**src/rtl/fsgnj_arbiter.sv**
```systemverilog
// Round-robin arbiter in front of one registered FP sign-injection unit.
// NREQ requesters compete each cycle. The winner's result is loaded into a
// single response register and returned with the winner's ID. The response
// port supports full backpressure, and a drain can overlap a new grant.
module fsgnj_arbiter #(
  parameter int unsigned NREQ = 4,
  parameter int unsigned IDW  = $clog2(NREQ)
) (
  input  logic                 CLK,
  input  logic                 RST,
  input  logic                 FLUSH,
  input  logic [NREQ-1:0]      req_valid,
  output logic [NREQ-1:0]      req_ready,
  input  logic [NREQ*32-1:0]   req_rs1,
  input  logic [NREQ*32-1:0]   req_rs2,
  input  logic [NREQ*2-1:0]    req_op,
  output logic                 rsp_valid,
  input  logic                 rsp_ready,
  output logic [31:0]          rsp_data,
  output logic [IDW-1:0]       rsp_id,
  output logic                 rsp_err
);

  localparam logic [1:0] OpSgnj  = 2'b00;
  localparam logic [1:0] OpSgnjn = 2'b01;
  localparam logic [1:0] OpSgnjx = 2'b10;
  localparam logic [1:0] OpRsvd  = 2'b11;

  logic [IDW-1:0] ptr_q, ptr_d;
  logic           valid_q, valid_d;
  logic [31:0]    data_q, data_d;
  logic [IDW-1:0] id_q, id_d;
  logic           err_q, err_d;

  logic           any_win;
  logic [IDW-1:0] win_idx;
  logic [IDW:0]   cand;
  logic           slot_free;
  logic           grant;
  logic [31:0]    sel_rs1, sel_rs2;
  logic [1:0]     sel_op;
  logic [31:0]    res_data;
  logic           res_err;
  logic [IDW-1:0] ptr_after_win;

  assign slot_free = !valid_q || rsp_ready;
  // RST is folded in so no grant can leak out while the block is held in reset.
  assign grant     = any_win && slot_free && !FLUSH && RST;

  // Rotating priority search: first valid index at or after ptr, wrapping mod NREQ.
  always_comb begin
    any_win = 1'b0;
    win_idx = '0;
    cand    = '0;
    for (int unsigned k = 0; k < NREQ; k++) begin
      cand = {1'b0, ptr_q} + (IDW+1)'(k);
      // One conditional subtract is enough: ptr < NREQ and k < NREQ.
      if (cand >= (IDW+1)'(NREQ)) cand = cand - (IDW+1)'(NREQ);
      if (!any_win && req_valid[cand[IDW-1:0]]) begin
        any_win = 1'b1;
        win_idx = cand[IDW-1:0];
      end
    end
  end

  // One-hot grant to the winner when the response slot can take a new result.
  always_comb begin
    req_ready = '0;
    if (grant) req_ready[win_idx] = 1'b1;
  end

  assign sel_rs1 = req_rs1[32*win_idx +: 32];
  assign sel_rs2 = req_rs2[32*win_idx +: 32];
  assign sel_op  = req_op[2*win_idx +: 2];

  // Sign injection on the winner's operands; the magnitude always comes from rs1.
  always_comb begin
    res_data = sel_rs1;
    res_err  = 1'b0;
    unique case (sel_op)
      OpSgnj:  res_data = {sel_rs2[31], sel_rs1[30:0]};
      OpSgnjn: res_data = {~sel_rs2[31], sel_rs1[30:0]};
      OpSgnjx: res_data = {sel_rs1[31] ^ sel_rs2[31], sel_rs1[30:0]};
      OpRsvd:  res_err  = 1'b1;
      default: res_err  = 1'b1;
    endcase
  end

  assign ptr_after_win = (win_idx == IDW'(NREQ-1)) ? '0 : win_idx + 1'b1;

  // Next state: FLUSH beats a grant, a grant beats a drain, otherwise hold.
  always_comb begin
    ptr_d   = ptr_q;
    valid_d = valid_q;
    data_d  = data_q;
    id_d    = id_q;
    err_d   = err_q;
    if (FLUSH) begin
      ptr_d   = '0;
      valid_d = 1'b0;
      data_d  = '0;
      id_d    = '0;
      err_d   = 1'b0;
    end else if (grant) begin
      ptr_d   = ptr_after_win;
      valid_d = 1'b1;
      data_d  = res_data;
      id_d    = win_idx;
      err_d   = res_err;
    end else if (rsp_ready) begin
      valid_d = 1'b0;
    end
  end

  // State registers with asynchronous active-low reset.
  always_ff @(posedge CLK or negedge RST) begin
    if (!RST) begin
      ptr_q   <= '0;
      valid_q <= 1'b0;
      data_q  <= '0;
      id_q    <= '0;
      err_q   <= 1'b0;
    end else begin
      ptr_q   <= ptr_d;
      valid_q <= valid_d;
      data_q  <= data_d;
      id_q    <= id_d;
      err_q   <= err_d;
    end
  end

  assign rsp_valid = valid_q;
  assign rsp_data  = data_q;
  assign rsp_id    = id_q;
  assign rsp_err   = err_q;

endmodule

```
**config.mk**
```make
export PLATFORM = sky130hd
export DESIGN_NAME = fsgnj_arbiter
export DESIGN_NICKNAME = d
export VERILOG_FILES = /design/src/rtl/fsgnj_arbiter.sv
export SDC_FILE = /design/constraint.sdc
export NUM_CORES = 1
export LEC_CHECK = 0
export CAP_MARGIN = 20
export CORE_AREA = 8 8 115 117
export CTS_CLUSTER_SIZE = 24
export DETAILED_ROUTE_END_ITERATION = 12
export DIE_AREA = 0 0 123 125
export PLACE_DENSITY = 0.74
export SYNTH_ARGS = -nofsm -noshare
export SYNTH_HDL_FRONTEND = slang
export SYNTH_SLANG_ARGS = --single-unit
```
**constraint.sdc**
```tcl
create_clock -name CLK -period 2.9 [get_ports CLK]
set_input_delay 0.29 -clock CLK [delete_from_list [all_inputs] [get_ports CLK]]
set_output_delay 0.29 -clock CLK [all_outputs]
set_load 0.05 [all_outputs]
```
==> impl_metrics.py, run 1 <==
metrics = {
    "floorplanning": {
        "io_pins": 312,
        "fp-row-count": 40,
        "start_util_pct": 24.7,
        "die_area_um2": 15400,
        "die_x_um": 123,
        "die_h_um": 125,
        "core-area_um2": 11600,
    },
    "synth": {
        "synthSimpleGateAreaFrac_pct": 52.7,
        "synthXorXnorAreaFrac_pct": 0,
        "synth_top_area_cell": "dfrtp_1",
        "synth-adder-area-share_pct": 1.74,
        "synth_compound_area_share_pct": 6.14,
        "netlist_instances": 420,
        "syn_area_per_cell_um2": 6.84,
        "synthTopCellsByArea": "dfrtp_1, nand2_1, nand3_1, nand3b_1, buf_2",
        "synth_top_family_by_area": "simple AND/OR/NAND/NOR gates",
        "yosys_warnings": 0,
        "synthMuxAreaShare_pct": 1.22,
        "syn-num-nets": 696,
        "synth_top_cell_area_share_pct": 33.1,
        "synth_edf_count": 0,
        "ys_ff_latch": 38,
        "async_flop_share_pct": 100,
        "ys_seq_area_share_pct": 33.1,
        "synthFlopType": "dfrtp_1",
        "netlist-cell-type-count": 35,
        "syn_area_um2": 2870,
    },
    "worst_setup_path": {
        "ff2ff_path_depth": 7,
        "cp_num_buf_inv": 2,
        "max_stage_delay_ns": 0.72,
        "worstPathCellList": "clkdlybuf4s50_1, or4_1, nand3_2, nor2_4, and2_1, buf_4",
        "crit_family": "simple AND/OR/NAND/NOR gates",
        "r2r-end": "rsp_data[31]$_DFFE_PN0P_",
        "r2r_start": "ptr_q[1]$_DFFE_PN0P_",
        "crit_required_ns": 2.61,
        "rrSetupSlack_ns": 0.69,
        "crit_path_max_fanout": 37,
        "cp-end-kind": "output pin",
        "slowest_stage": "nor2_4",
        "crit_arrival_ns": 2.28,
        "worstSetupStartpointType": "input pin",
        "worstSetupPathType": "input pin to output pin",
    },
    "clock_network": {
        "cts_buffers": 5,
        "htreeDepth": 2,
        "postCtsHoldBufs": 0,
        "clock_sinks": 38,
        "ctsLongestPathBuffers": 2,
        "worstSkewPairLatency_ns": 0.27,
        "cts-root-buf": "clkbuf_16",
        "clkTransAtPathRegs_ns": 0.05,
        "post-cts-setup-buffers": 0,
        "cts_tree": "yes",
        "cts-resized-gates": 0,
    },
    "worst_hold_path": {
        "min_path_type": "input pin to asynchronous set/reset pin",
    },
    "timing": {
        "setup_viol": 0,
        "tns_ns": 0,
        "finClkSkew_ns": 0.00452,
        "worst_pin_slew_ns": 0.928,
        "fin_crit_sh_pct": 88.5,
        "relSlewSlack_pct": 38.0,
        "max_freq_mhz": 390,
        "rsz0062_at_grt": "no",
        "min_period_ns": 2.57,
        "slew_violations": 0,
        "hold_viol": 0,
    },
    "routing": {
        "vias": 3636,
        "wl_mm": 12.0,
        "vias_per_cell": 4.90,
        "antenna_left": 0,
        "drcViolationCount": 0,
        "firstDrtPassIters": 4,
        "wl_per_cell_um": 16.2,
        "drtIter0Drc": 206,
    },
    "flow_run": {
        "cap_violations": 0,
    },
    "placement": {
        "portBuffers": 187,
        "post-dp-hpwl_mm": 9.26,
        "gp_congestion": 0.854,
    },
    "global_route": {
        "grt_pass1_vias": 3750,
        "grt_max_degree": 41,
        "grt_overflow": 0,
        "gr-usage-all-layers_pct": 15.2,
        "grt_pass1_wl_mm": 19.0,
        "antenna_found_initial": 0,
    },
    "pwr": {
        "power.density_nw_per_um2": 442,
        "total_power_mw": 2.23,
        "ir_worst_vdd_mv": 0.249,
        "leakage_nw": 2.22,
    },
    "run_status": {
        "status": "finished, final reports clean",
    },
    "cells_and_area": {
        "area_growth_pct": 75.8,
        "diodes": 0,
        "final_cell_mix": "clkdlybuf4s50_1, nand2_1, nand3_1",
        "fin_nets": 870,
        "drive_gt1_share_pct": 6.05,
        "layout_commonest_cell": "clkdlybuf4s50_1",
    },
}
[logic make-up (layout without fill, tap and decap cells)]
group | count (synthesis) | after routing
fa+ha+maj | 4 | 4
flops | 38 | 38
simple gates | 317 | 317
buf+inv | 34 | 209
mux | 3 | 3
compound gates | 24 | 24
[layer usage]
layer	part of all wire [%]	track usage [%]	vias to the layer above
met5	0	0	-
met1	40	16.3	1712
met3	12	6.93	8
met2	48	26.6	149
li1	-	-	1767
met4	0.69	3.05	0
[sequential cells by signal (all words and copies together), names as in the netlist]
signal / flops
ptr_q: 2
rsp_err: 1
rsp_valid: 1
rsp_id: 2
rsp_data: 32
[metrics by stage]
step,instance area [um^2],worst slack (ns),hold slack [ns],utilization (%),cells
after floorplan,2870,0.622,-0.00559,-,420
after global placement,4900,0.341,0.433,42.2,734
after detailed placement,4900,0.290,0.453,42.2,734
after CTS,5050,0.301,0.158,43.5,742
after global routing,5050,0.163,0.196,43.5,742
final,5050,0.333,0.138,43.5,742
[worst max path at each step]
| stage | from | end | cells past startpoint |
|---|---|---|---|
| floorplan | ptr_q[1]$_DFFE_PN0P_ | req_ready[1] | 7 |
| global placement | req_valid[1] | req_ready[3] | 6 |
| detailed placement | req_valid[1] | rsp_data[31]$_DFFE_PN0P_ | 8 |
| CTS | req_valid[1] | req_ready[3] | 6 |
| global route | req_valid[1] | req_ready[1] | 6 |
| finish | req_valid[1] | req_ready[1] | 6 |
[worst reg2reg max path, delay by kind of cell (launching register included)]
family,cells,cell delay (ns)
simple gates,2,0.43
compound gates,4,0.86
flops,1,0.45
mux,1,0.33
[synth_stat cells, types with 2 or more instances]
library cell and count:
nand2b_1 3, buf_1 4, clkbuf_1 11, inv_2 2, mux2i_1 2, buf_2 16
a211oi_1 3, or2_2 2, ha_1 4, a21boi_0 2, nand2_1 158, a21oi_1 2
nand3_1 104, and2_1 4, nor2_1 2, nand3b_1 37, dfrtp_1 38, o21ai_0 9
[final cells by class]
type | count | area, um^2
Fill cell | 1199 | 6560
Timing Repair Buffer | 198 | 1960
Multi-Input combinational cell | 348 | 1790
Sequential cell | 38 | 951
Tap cell | 147 | 184
Clock buffer | 7 | 143
Inverter | 3 | 11.3
Clock inverter | 1 | 5.00
[power by group]
part	internal, mW	total [mW]	switching, mW
sequential	0.589	0.624	0.0354
combinational	0.445	1.06	0.617
clock	0.341	0.545	0.205
No activity file was read; power rests on OpenSTA's default activity.
==> inputs of run 2 (changes only) <==
GPL_TIMING_DRIVEN = 1   (was default)
clock period = 2.7 ns   (was 2.9 ns; I/O delays follow)
==> impl_metrics.py, run 2 (synthesis gave the netlist of run 1 again) <==
metrics = {
    "clock_network": {
        "htreeDepth": 2,
        "worstSkewPairLatency_ns": 0.28,
        "cts-resized-gates": 0,
        "cts-root-buf": "clkbuf_16",
        "postCtsHoldBufs": 0,
        "cts_tree": "yes",
        "post-cts-setup-buffers": 0,
        "ctsLongestPathBuffers": 2,
        "clkTransAtPathRegs_ns": 0.06,
        "clock_sinks": 38,
        "cts_buffers": 5,
    },
    "worst_setup_path": {
        "crit_required_ns": 2.43,
        "crit_path_max_fanout": 37,
        "r2r_start": "ptr_q[1]$_DFFE_PN0P_",
        "crit_arrival_ns": 2.24,
        "crit_start": "req_valid[1]",
        "cp-end-kind": "output pin",
        "worstSetupStartpointType": "input pin",
        "worstSetupPathType": "input pin to output pin",
    },
    "cells_and_area": {
        "post-route-cell-area_um2": 5070,
        "layout_commonest_cell": "clkdlybuf4s50_1",
        "area_growth_pct": 76.5,
        "drive_gt1_share_pct": 6.21,
        "final_cell_mix": "clkdlybuf4s50_1, nand2_1, nand3_1",
        "diodes": 0,
        "fin_nets": 871,
        "largest_reg_flops": 32,
        "final_util_pct": 43.7,
    },
    "pwr": {
        "ir_worst_vdd_mv": 0.237,
        "power_frac_seq_pct": 27.9,
        "power.density_nw_per_um2": 474,
        "comb_power_share_pct": 47.6,
        "p_int_mw": 1.48,
        "p_switching_mw": 0.921,
        "p_clk_share_pct": 24.5,
        "swShare_pct": 38.3,
        "leakage_nw": 2.23,
    },
    "routing": {
        "firstDrtPassIters": 4,
        "drtIter0Drc": 204,
        "antenna_left": 0,
        "vias_per_cell": 4.80,
        "drcViolationCount": 0,
        "vias": 3565,
        "wl_mm": 11.9,
        "wl_per_cell_um": 16.0,
    },
    "flow_run": {
        "cap_violations": 0,
    },
    "placement": {
        "dpl_cell_area_um2": 4920,
        "post-dp-hpwl_mm": 9.23,
        "dp_slack_ns": 0.160,
        "gp_congestion": 0.866,
        "portBuffers": 187,
    },
    "global_route": {
        "grt_max_degree": 42,
        "grt_pass1_wl_mm": 19.0,
        "grt_pass1_vias": 3754,
        "antenna_found_initial": 0,
        "grt_overflow": 0,
        "gr-usage-all-layers_pct": 15.1,
    },
    "floorplanning": {
        "io_pins": 312,
        "start_util_pct": 24.7,
        "die_x_um": 123,
        "core-area_um2": 11600,
        "die_area_um2": 15400,
        "fp-row-count": 40,
        "die_h_um": 125,
    },
    "timing": {
        "slew_violations": 0,
        "min_period_ns": 2.51,
        "hold_viol": 0,
        "timing.hold.ws_ns": 0.110,
        "rsz0062_at_grt": "no",
        "finClkSkew_ns": 0.00414,
        "tns_ns": 0,
        "max_freq_mhz": 398,
        "worst_pin_slew_ns": 0.879,
        "relSlewSlack_pct": 41.2,
        "fin_crit_sh_pct": 93.0,
        "setup_viol": 0,
        "fin_ws_ns": 0.189,
    },
    "worst_hold_path": {
        "min_path_type": "input pin to asynchronous set/reset pin",
    },
    "run_status": {
        "status": "finished, final reports clean",
    },
}
==> run 2: path summary, 6_finish.rpt <==
kind                       cells past startpoint                  endpoint  slack (ns)
max                                            6              req_ready[3]        0.19
min                                            2     rsp_id[0]$_DFFE_PN0P_        0.11
max reg2reg                                    8  rsp_data[31]$_DFFE_PN0P_        0.51
min reg2reg                                    2   rsp_data[4]$_DFFE_PN0P_        0.50
max in group asynchronous                      2  rsp_data[15]$_DFFE_PN0P_        2.23
min in group CLK                               2   rsp_data[4]$_DFFE_PN0P_        0.50
==> run 2: routing by layer <==
| metal | up-vias | routed length [um] | global-route usage [%] |
|---|---|---|---|
| met1 | 1639 | 4780 | 16.7 |
| li1 | 1769 | - | - |
| met3 | 10 | 1290 | 6.08 |
| met2 | 147 | 5700 | 26.1 |
| met5 | - | 0 | 0 |
| met4 | 0 | 134 | 3.33 |
==> run 2: cell type report <==
| cell class | instances | area [um^2] |
|---|---|---|
| Inverter | 3 | 11.3 |
| Clock buffer | 7 | 143 |
| Multi-Input combinational cell | 348 | 1790 |
| Timing Repair Buffer | 199 | 1980 |
| Tap cell | 147 | 184 |
| Fill cell | 1182 | 6540 |
| Clock inverter | 1 | 5.00 |
| Sequential cell | 38 | 951 |
==> run 2: worst max-delay path, cell delays in order <==
cell,delay [ns]
clkdlybuf4s50_1,0.56
or4_1,0.15
nand3_2,0.10
nor2_4,0.68
and2_1,0.31
buf_12,0.16
==> run 2: power by group through the flow <==
stage | Clock [mW] | Sequential, mW | Combinational (mW)
2_1_floorplan | 0 | 0.888 | 0.439
3_3_place_gp | 0 | 0.675 | 1.13
3_5_place_dp | 0 | 0.681 | 1.15
4_1_cts | 0.612 | 0.671 | 1.15
5_1_grt | 0.632 | 0.679 | 1.24
6_report | 0.589 | 0.670 | 1.15
==> run 2: stage by stage <==
step	power (mW)	std cells
final	2.41	743
after global routing	2.55	743
after floorplan	1.33	420
after CTS	2.44	743
after global placement	1.81	735
after detailed placement	1.83	735
==> inputs of run 3 (changes only) <==
SKIP_LAST_GASP = 1   (was default)
==> results of run 3 <==
The final DEF is identical to that of run 2; final timing and power are the same.
